--- src/rtl/alu181_serial.sv ---
// Serial 74181-compatible ALU: one WIDTH-bit operation evaluated LSB-first,
// one 4-bit slice per clock, with the carry rippled through a register.
module alu181_serial #(
    parameter int WIDTH = 16
) (
    input  logic             clk,
    input  logic             rst,
    input  logic             in_valid,
    output logic             in_ready,
    input  logic [WIDTH-1:0] a,
    input  logic [WIDTH-1:0] b,
    input  logic [3:0]       s,
    input  logic             m,
    input  logic             cn_n,
    output logic             out_valid,
    input  logic             out_ready,
    output logic [WIDTH-1:0] f,
    output logic             cn4_n,
    output logic             a_b
);

    //  state | meaning
    //  IDLE  | ready for a new operation, operands not yet captured
    //  RUN   | evaluating slice k_q, carry held in c_q
    //  DONE  | result stable on f/cn4_n/a_b, waiting for out_ready
    typedef enum logic [1:0] {IDLE, RUN, DONE} state_t;

    localparam int NSLICE = WIDTH / 4;
    localparam int KW     = (NSLICE > 1) ? $clog2(NSLICE) : 1;

    state_t           state_q, state_d;
    logic [WIDTH-1:0] a_q, a_d;
    logic [WIDTH-1:0] b_q, b_d;
    logic [3:0]       s_q, s_d;
    logic             m_q, m_d;
    logic             c_q, c_d;
    logic [KW-1:0]    k_q, k_d;
    logic [WIDTH-1:0] f_q, f_d;
    logic             cn4_n_q, cn4_n_d;
    logic             a_b_q, a_b_d;

    logic [KW+1:0]    base;
    logic [WIDTH-1:0] a_sh, b_sh;
    logic [3:0]       a_sl, b_sl, x_sl, y_sl, f_sl;
    logic [4:0]       sum_sl;

    // Evaluate the current slice from the captured operands and carry register.
    always_comb begin
        base   = {k_q, 2'b00};
        a_sh   = a_q >> base;
        b_sh   = b_q >> base;
        a_sl   = a_sh[3:0];
        b_sl   = b_sh[3:0];
        x_sl   = a_sl | ({4{s_q[0]}} & b_sl) | ({4{s_q[1]}} & ~b_sl);
        y_sl   = ({4{s_q[3]}} & a_sl & b_sl) | ({4{s_q[2]}} & a_sl & ~b_sl);
        sum_sl = {1'b0, x_sl} + {1'b0, y_sl} + {4'b0000, c_q};
        f_sl   = m_q ? ~(x_sl ^ y_sl) : sum_sl[3:0];
    end

    // Next-state and datapath update.
    always_comb begin
        state_d = state_q;
        a_d     = a_q;
        b_d     = b_q;
        s_d     = s_q;
        m_d     = m_q;
        c_d     = c_q;
        k_d     = k_q;
        f_d     = f_q;
        cn4_n_d = cn4_n_q;
        a_b_d   = a_b_q;
        unique case (state_q)
            IDLE: begin
                if (in_valid) begin
                    a_d     = a;
                    b_d     = b;
                    s_d     = s;
                    m_d     = m;
                    c_d     = ~cn_n;
                    k_d     = '0;
                    state_d = RUN;
                end
            end
            RUN: begin
                f_d = (f_q & ~(WIDTH'(4'hF) << base)) | (WIDTH'(f_sl) << base);
                c_d = sum_sl[4];
                if (k_q == KW'(NSLICE - 1)) begin
                    cn4_n_d = ~sum_sl[4];
                    a_b_d   = &f_d;
                    state_d = DONE;
                end else begin
                    k_d = k_q + KW'(1);
                end
            end
            DONE: begin
                if (out_ready) state_d = IDLE;
            end
            default: state_d = IDLE;
        endcase
    end

    // State and datapath registers.
    always_ff @(posedge clk or posedge rst) begin
        if (rst) begin
            state_q <= IDLE;
            a_q     <= '0;
            b_q     <= '0;
            s_q     <= '0;
            m_q     <= 1'b0;
            c_q     <= 1'b0;
            k_q     <= '0;
            f_q     <= '0;
            cn4_n_q <= 1'b1;
            a_b_q   <= 1'b0;
        end else begin
            state_q <= state_d;
            a_q     <= a_d;
            b_q     <= b_d;
            s_q     <= s_d;
            m_q     <= m_d;
            c_q     <= c_d;
            k_q     <= k_d;
            f_q     <= f_d;
            cn4_n_q <= cn4_n_d;
            a_b_q   <= a_b_d;
        end
    end

    assign in_ready  = (state_q == IDLE);
    assign out_valid = (state_q == DONE);
    assign f         = f_q;
    assign cn4_n     = cn4_n_q;
    assign a_b       = a_b_q;

endmodule

--- config.mk ---
export PLATFORM = sky130hd
export DESIGN_NAME = alu181_serial
export DESIGN_NICKNAME = d
export VERILOG_FILES = /design/src/rtl/alu181_serial.sv
export SDC_FILE = /design/constraint.sdc
export NUM_CORES = 1
export LEC_CHECK = 0
export CAP_MARGIN = 20
export CORE_MARGIN = 4
export CORE_UTILIZATION = 55
export DETAILED_ROUTE_END_ITERATION = 16
export GPL_ROUTABILITY_DRIVEN = 0
export PLACE_DENSITY = 0.85
export RECOVER_POWER = 100
export SYNTH_ARGS = -nofsm -noshare
export SYNTH_HDL_FRONTEND = slang
export SYNTH_SLANG_ARGS = --single-unit
--- constraint.sdc ---
create_clock -name clk -period 8.8 [get_ports clk]
set_clock_uncertainty 0.15 [all_clocks]
set_input_delay 1.76 -clock clk [delete_from_list [all_inputs] [get_ports clk]]
set_output_delay 1.76 -clock clk [all_outputs]
set_load 0.05 [all_outputs]
After elaboration in Yosys (flattened, before gate mapping)
Cells that the tools add are included.

Logic and storage cells: 59. Input port bits: 42. Register bits after elaboration: 60.

Reduce and logical (&&, ||, !) cells: 8. Bitwise operators: 17. Eq/ne operators: 7. Muxes and demuxes: 10. Shift-type cells: 4. Add/subtract/negate cells: 3.

Operator list (count): right shift 16 x 4 -> 4 bit (2); AND 4 bit (6); AND 16 bit (1); NOT 16 bit (1); bitwise OR 16 bit (1); AND reduction 16 bit (1); << shifter 4 x 4 -> 16 bit (1); << shifter 4 x 4 -> 16 bit, first input constant (1); bitwise OR 4 bit (3); 2-to-1 mux 2 bit (5); NOT 4 bit (2); inequality test 2 bit, second input constant (3); one-hot mux 2 bit (3 select lines) (1); AND reduction 2 bit (3); AND reduction 3 bit (2); adder 4 x 4 -> 5 bit (1); adder 5 x 1 -> 5 bit (1); == test 2 bit, second input constant (2); 2-to-1 mux 4 bit (1); one-hot mux 2 bit (2 select lines) (1); bitwise XOR 4 bit (1); adder 2 x 1 -> 2 bit, second input constant (1); == test 2 x 1 -> 1 bit, second input constant (1); logical NOT 2 bit (1); 5 further kinds (6).

Depth between registers and ports, before layout
Gate-level depths: netlist of the first run.

Depth in word-level cells: 10. Depth in mapped cells: 12. Gate-level depth less buffers: 11.

Worst setup path after synthesis of the first run
Ideal clock, no wire load.

Path type: register to register. Start point: register k_q[0]. End point: register a_b_q (netlist: a_b). Slack: 5.362 ns. Data required time: 8.555 ns. Buffers on the path: 1. Period minus slack after synthesis: 3.438 ns. Setup time: 0.095 ns. Arrival time: 3.193 ns. Cell stages (with the launch flop): 12. Cell sequence: dfrtp_1 buf_6 mux4_1 a211o_1 fa_1 inv_1 fa_1 mux2i_1 nand2_1 nor3_1 o2111ai_1 o31ai_1.

Word-level cells in the longest chain between the ends: 10.

Ends and longest elaborated chain: from (decl) (line 37) `logic [KW-1:0] k_q, k_d;`; from (signal assigned) (line 122) `k_q <= k_d;`; right shift 16 x 4 -> 4 bit (on tied branches) (line 51, 50); AND 4 bit, or another cell as far along (line 54) `x_sl = a_sl | ({4{s_q[0]}} & b_sl) | ({4{s_q[1]}} & ~b_sl);`; bitwise OR 4 bit, or another cell as far along (line 54); bitwise OR 4 bit (on tied branches) (line 54, 55); adder 4 x 4 -> 5 bit or bitwise XOR 4 bit (tied branches) (line 56, 57); adder 5 x 1 -> 5 bit or NOT 4 bit (tied branches) (line 56, 57); 2-to-1 mux 4 bit (line 57) `f_sl = m_q ? ~(x_sl ^ y_sl) : sum_sl[3:0];`; << shifter 4 x 4 -> 16 bit (line 85) `f_d = (f_q & ~(WIDTH'(4'hF) << base)) | (WIDTH'(f_sl) << base);`; bitwise OR 16 bit (line 85); AND reduction 16 bit (line 89) `a_b_d = &f_d;`; to (signal assigned) (line 114) `a_b_q <= 1'b0;`; to (signal assigned) (line 125) `a_b_q <= a_b_d;`; to (decl) (line 40) `logic a_b_q, a_b_d;`.

Parallel ways exist; a longest one is shown, timed or not. A chain may end at the register's enable or synchronous reset.

==> flow_metrics.tcl, run 1 <==
set metrics [dict create \
    post_cts_buffers 0 \
    timing.rr.start "k_q[0]" \
    grt_max_degree 61 \
    worstPathRequired_ns 8.40 \
    synthAdderAreaFrac_pct 4.560 \
    io-pin-count 62 \
    layout_common_cells "126 x nand2_1, 59 x dfrtp_1, 38 x clkdlybuf4s50_1, 23 x dlygate4sd3_1, 14 x a22o_1" \
    p_leak_nw 1.882 \
    r2r_end "a_b" \
    clk_path_buf_depth 2 \
    post-place-ws_ns 4.761 \
    critPathMaxFanout 60 \
    area_delta_synth_final_pct 27.12 \
    wl_mm 6.743 \
    fmax_mhz 202.5 \
    synth_area_mm2 0.003073 \
    slowest_delay_ns 2.17 \
    mostFrequentLayoutCell "nand2_1" \
    fin_util_pct 74.12 \
    clockPowerShare_pct 14.7 \
    whs_ns 0.3195 \
    cp-start-kind "input pin" \
    p_comb_share_pct 55.3 \
    wl_per_cell_um 14.75 \
    initial_core_util_pct 58.31 \
    clk_pin_slew_ns 0.06 \
    synth.distinct_cells 43 \
    worstHoldStart "a_q[13]" \
    cp.arrival_ns 4.54 \
    root_buffer "clkbuf_8" \
    p_switching_uw 759.8 \
    powerDensity_mw_per_mm2 428.8 \
    synth_warnings 0 \
    synth_edf_count 0 \
    ctsHtreeMaxLevel 3 \
    synth_cells 319 \
    syn_avg_cell_area_um2 9.633 \
    antenna_found_initial 0 \
    fp.dieH_um 82.75 \
    grt_pass1_wl_mm 11.25 \
    fin_nets 434 \
    syn-num-nets 371 \
    track_usage_pct 22.07 \
    overflow 0 \
    peakVddDrop_uv 193.9 \
    cts_tree "yes" \
    drv_slew 61 \
    ys_seq_area_share_pct 48.90 \
    fin_ws_ns 3.861 \
    ys.flop_type "dfrtp_1" \
    worstMarginPinSlew_ns 3.091 \
    p_int_uw 915.2 \
    dieArea_mm2 0.006847 \
    final_antenna_net_count 0 \
    cts_made_buffers 9 \
    synthSimpleGateAreaFrac_pct 23.74 \
    clkSinkCount 60 \
    io_buffers 61 \
    power_mw 1.675 \
    fin_crit_ns 4.939 \
    hold_violations 0 \
    power_frac_seq_pct 30.0 \
    synth-async-reset-ratio_pct 100.0 \
    r2r_cells 11 \
    holdPathEnd "a_q[13]" \
    setup_viol_count_final 0 \
    finalSetupTns_ns 0 \
    place_inst 439 \
    synth_compound_area_share_pct 10.14 \
    viasPerCell 5.593 \
    rsz0062_at_grt "no" \
    place_area_mm2 0.003715 \
    slew_headroom_pct -106.1 \
    violations "capacitance limit, slew limit" \
    endpoint_kind "asynchronous set/reset pin" \
    final_area_mm2 0.003906 \
    drive_gt1_share_pct 4.910 \
    holdCritPathClass "reg2reg" \
    crit_chain "dlygate4sd3_1, clkinv_1, clkbuf_1" \
    drcViolationCount 0 \
    synth_top_family_by_area "simple AND/OR/NAND/NOR gates" \
    dpl.hpwl_mm 4.755 \
    critical_path_class "in2async" \
    final_cells 457 \
    ys_seq_elements 60 \
    drt_iter0_drc 185 \
    vias 2556 \
    rrSetupSlack_ns 4.24 \
    diodes 0 \
    cpMaxStageDelayCell "clkbuf_1" \
    insertion_delay_ns 0.34 \
    postCtsHoldBufs 0 \
    post_cts_resized 0 \
    fillerInstances 387 \
    period_share_pct 56.12 \
    p_sw_share_pct 45.36 \
    hold_depth 2 \
    synth_xor_area_share_pct 0.5700 \
    coreArea_mm2 0.005270 \
    max_cap_viol_count 1 \
    die_x_um 82.75 \
    status "complete, but fails checks" \
    grt_pass1_vias 2526 \
    muxShareOfSynthArea_pct 8.428 \
    dr.pass1.iters 5 \
    rows 26 \
]
## final cells by class
class | instances | area (um2) | share of cell area (%)
clock buffers | 15 | 166.4 | 4.260
clock inverters | 1 | 30.03 | 0.7687
inverters | 11 | 41.29 | 1.057
multi-input cells | 235 | 1453 | 37.19
flip-flops and latches | 60 | 1503 | 38.47
well taps | 70 | 87.58 | 2.242
repair buffers | 65 | 625.6 | 16.02
## flip-flops by register name (all words and copies together), names as in the netlist
signal   flops
a_q         16
b_q         16
f           16
s_q          4
k_q          2
state_q      2
a_b          1
c_q          1
cn4_n        1
m_q          1
## power groups by stage
stage	clock network, mW	registers, mW	logic (mW)
after global placement	0	0.503	0.913
after detailed placement	0	0.506	0.937
after CTS	0.250	0.503	0.944
after global routing	0.264	0.520	1.01
final	0.247	0.502	0.926
after floorplan	0	0.603	0.589
## logic make-up after synthesis
kind of cell / after synthesis
mux: 14
flops: 60
simple gates: 169
fa+ha+maj: 10
buf+inv: 24
xor+xnor: 2
compound gates: 40
## critical path: cells and delay by family
family | cells | cell delay [ns]
buffers and inverters | 3 | 2.76
## synth_stat cells, types with 5 or more instances
master	n	area share, %
o21ai_0	8	1.3
buf_2	6	0.98
nand3_1	5	0.81
dfrtp_1	59	48
nor2_1	8	0.98
mux2i_1	6	2.0
nand2b_1	7	1.4
ha_1	8	3.3
inv_1	11	1.3
nor2b_1	9	1.8
nand2_1	126	15
a22o_1	14	4.0
mux4_1	5	4.3
## layer usage
metal | GRT usage [%] | part of all wire, % | vias to the layer above
met5 | 0 | 0 | -
met3 | 4.555 | 6.0 | 14
met2 | 36.78 | 51 | 100
met4 | 12.09 | 1.6 | 0
li1 | - | - | 1206
met1 | 26.73 | 41 | 1236
## how the worst max path moves through the flow
stage / to / cells past startpoint / start / slack (ns)
after global routing: f[8] / 3 / rst / 3.12
after floorplan: a_b / 11 / k_q[0] / 5.36
after CTS: a_b / 11 / k_q[0] / 4.92
after global placement: k_q[1] / 5 / in_valid / 4.89
final: f[11] / 3 / rst / 3.86
after detailed placement: k_q[1] / 5 / in_valid / 4.76
Note: power is estimated with default switching activity, not from simulation.
==> run 2: changes to the inputs <==
--- a/config.mk
+++ b/config.mk
@@ -7,10 +7,10 @@
 export LEC_CHECK = 0
 export CAP_MARGIN = 20
 export CORE_MARGIN = 4
-export CORE_UTILIZATION = 55
+export CORE_UTILIZATION = 51
 export DETAILED_ROUTE_END_ITERATION = 16
 export GPL_ROUTABILITY_DRIVEN = 0
-export PLACE_DENSITY = 0.85
+export PLACE_DENSITY = 0.79
 export RECOVER_POWER = 100
 export SYNTH_ARGS = -nofsm -noshare
 export SYNTH_HDL_FRONTEND = slang
==> constraint.sdc (replaced) <==
create_clock -name clk -period 4.55 [get_ports clk]
set_clock_uncertainty 0.15 [all_clocks]
set_input_delay 0.91 -clock clk [delete_from_list [all_inputs] [get_ports clk]]
set_output_delay 0.91 -clock clk [all_outputs]
set_load 0.05 [all_outputs]
==> flow_metrics.tcl, run 2 (synthesized netlist as in run 1, its figures left out) <==
set metrics [dict create \
    diodes 0 \
    mostFrequentLayoutCell "nand2_1" \
    worstPathRequired_ns 4.64 \
    root_buffer "clkbuf_8" \
    area_delta_synth_final_pct 27.93 \
    fillerInstances 498 \
    cts_made_buffers 9 \
    layout_common_cells "126 x nand2_1, 59 x dfrtp_1, 39 x clkdlybuf4s50_1, 22 x dlygate4sd3_1, 14 x a22o_1" \
    setup_viol_count_final 0 \
    critical_path_class "reg2reg" \
    dieArea_mm2 0.007332 \
    post_cts_resized 0 \
    overflow 0 \
    clk_pin_slew_ns 0.07 \
    violations "capacitance limit, slew limit" \
    slowest_delay_ns 0.54 \
    wl_mm 6.890 \
    final_antenna_net_count 0 \
    p_leak_nw 1.897 \
    worstMarginPinSlew_ns 1.811 \
    initial_core_util_pct 52.21 \
    cts_tree "yes" \
    drt_iter0_drc 162 \
    crit_family "adder cells" \
    io_buffers 61 \
    hold_violations 0 \
    dpl.hpwl_mm 5.068 \
    critPathMaxFanout 13 \
    fin_crit_ns 3.934 \
    io-pin-count 62 \
    coreArea_mm2 0.005886 \
    track_usage_pct 20.69 \
    post-place-ws_ns 0.9350 \
    dr.pass1.iters 4 \
    fin_ws_ns 0.6161 \
    max_cap_viol_count 2 \
    fin_nets 435 \
    finalSetupTns_ns 0 \
    peakVddDrop_uv 458.5 \
    viasPerCell 5.458 \
    critical_path_buf_inv_count 2 \
    drv_slew 77 \
    period_share_pct 86.46 \
    postCtsHoldBufs 0 \
    crit_top_cell "fa_1" \
    holdCritPathClass "reg2reg" \
    grt_pass1_vias 2666 \
    vias 2527 \
    grt_pass1_wl_mm 12.05 \
    post_cts_buffers 0 \
    clkSinkCount 60 \
    cp-start-kind "flip-flop" \
    cp.arrival_ns 4.02 \
    drcViolationCount 0 \
    rows 28 \
    powerDensity_mw_per_mm2 824.7 \
    status "complete, but fails checks" \
    fmax_mhz 254.2 \
    wl_per_cell_um 14.88 \
    insertion_delay_ns 0.33 \
    endpoint_kind "flip-flop" \
    clk_path_buf_depth 2 \
    drive_gt1_share_pct 5.928 \
    slew_headroom_pct -20.71 \
    cpMaxStageDelayCell "clkbuf_1" \
    rsz0062_at_grt "no" \
    ctsHtreeMaxLevel 3 \
    antenna_found_initial 0 \
    crit_chain "clkbuf_1, mux4_2, a211o_1, fa_1, inv_1, fa_1, mux2i_1, nand2_1, nor3_1, o2111ai_1, o31ai_1" \
    grt_max_degree 41 \
    die_x_um 85.63 \
    fp.dieH_um 85.63 \
]
[run 2: cell types whose count changed in the layout (fill, tap and decap cells not counted)]
cell | before | now
clkdlybuf4s50_1 | 38 | 39
clkbuf_1 | 8 | 5
clkinv_2 | 0 | 3
clkinv_1 | 1 | 0
dlygate4sd3_1 | 23 | 22
buf_4 | 0 | 1
buf_16 | 0 | 1
inv_1 | 10 | 11
clkbuf_8 | 11 | 9
and2_1 | 0 | 1
and2_0 | 1 | 0
clkinvlp_4 | 0 | 1
[run 2: layer usage]
metal	track usage [%]	part of all wire [%]	wire length, um
met5	0	0	0
met4	10.65	3.3	224
met3	3.746	5.3	366
met2	34.75	50	3415
met1	25.54	42	2883
[run 2: final timing paths]
| check | from | depth (start not counted) | end | slack [ns] |
|---|---|---|---|---|
| min | a_q[12] | 2 | a_q[12] | 0.32 |
| max | k_q[1] | 11 | a_b | 0.62 |
| min reg2reg | a_q[12] | 2 | a_q[12] | 0.32 |
| max in group asynchronous | rst | 3 | a_q[15] | 0.96 |
| min in group asynchronous | rst | 2 | f[14] | 1.09 |
| max reg2reg | k_q[1] | 11 | a_b | 0.62 |
[run 2: final cells by class]
class                   instances  area, um2  share of cell area [%]
clock buffers                  11      131.4                   3.342
inverters                      11      41.29                   1.050
well taps                      75      93.84                   2.387
repair buffers                 66      656.9                   16.71
clock inverters                 5      52.55                   1.337
multi-input cells             235       1453                   36.95
flip-flops and latches         60       1503                   38.22
[run 2: where the power goes]
| group | switching, mW | internal (mW) |
|---|---|---|
| combinational | 1.10 | 0.713 |
| sequential | 0.180 | 0.788 |
| clock | 0.206 | 0.250 |
| total | 1.49 | 1.75 |
[run 2: through the flow]
stage | cell area [um2] | total power, mW | util (%) | hold WS [ns] | instances
2_1_floorplan | 3073 | 2.305 | - | 0.2873 | 319
3_3_place_gp | 3736 | 2.758 | 63.48 | 0.3004 | 446
3_5_place_dp | 3736 | 2.801 | 63.48 | 0.3080 | 446
4_1_cts | 3920 | 3.277 | 66.60 | 0.3254 | 462
5_1_grt | 3931 | 3.500 | 66.79 | 0.3456 | 463
6_report | 3931 | 3.242 | 66.79 | 0.3237 | 463
[run 2: worst register-to-register path, cell delays in order (launching register included)]
cell and delay (ns):
dfrtp_1 0.49, clkbuf_1 0.54, mux4_2 0.42, a211o_1 0.28, fa_1 0.42, inv_1 0.08
fa_1 0.40, mux2i_1 0.33, nand2_1 0.12, nor3_1 0.22, o2111ai_1 0.14, o31ai_1 0.26
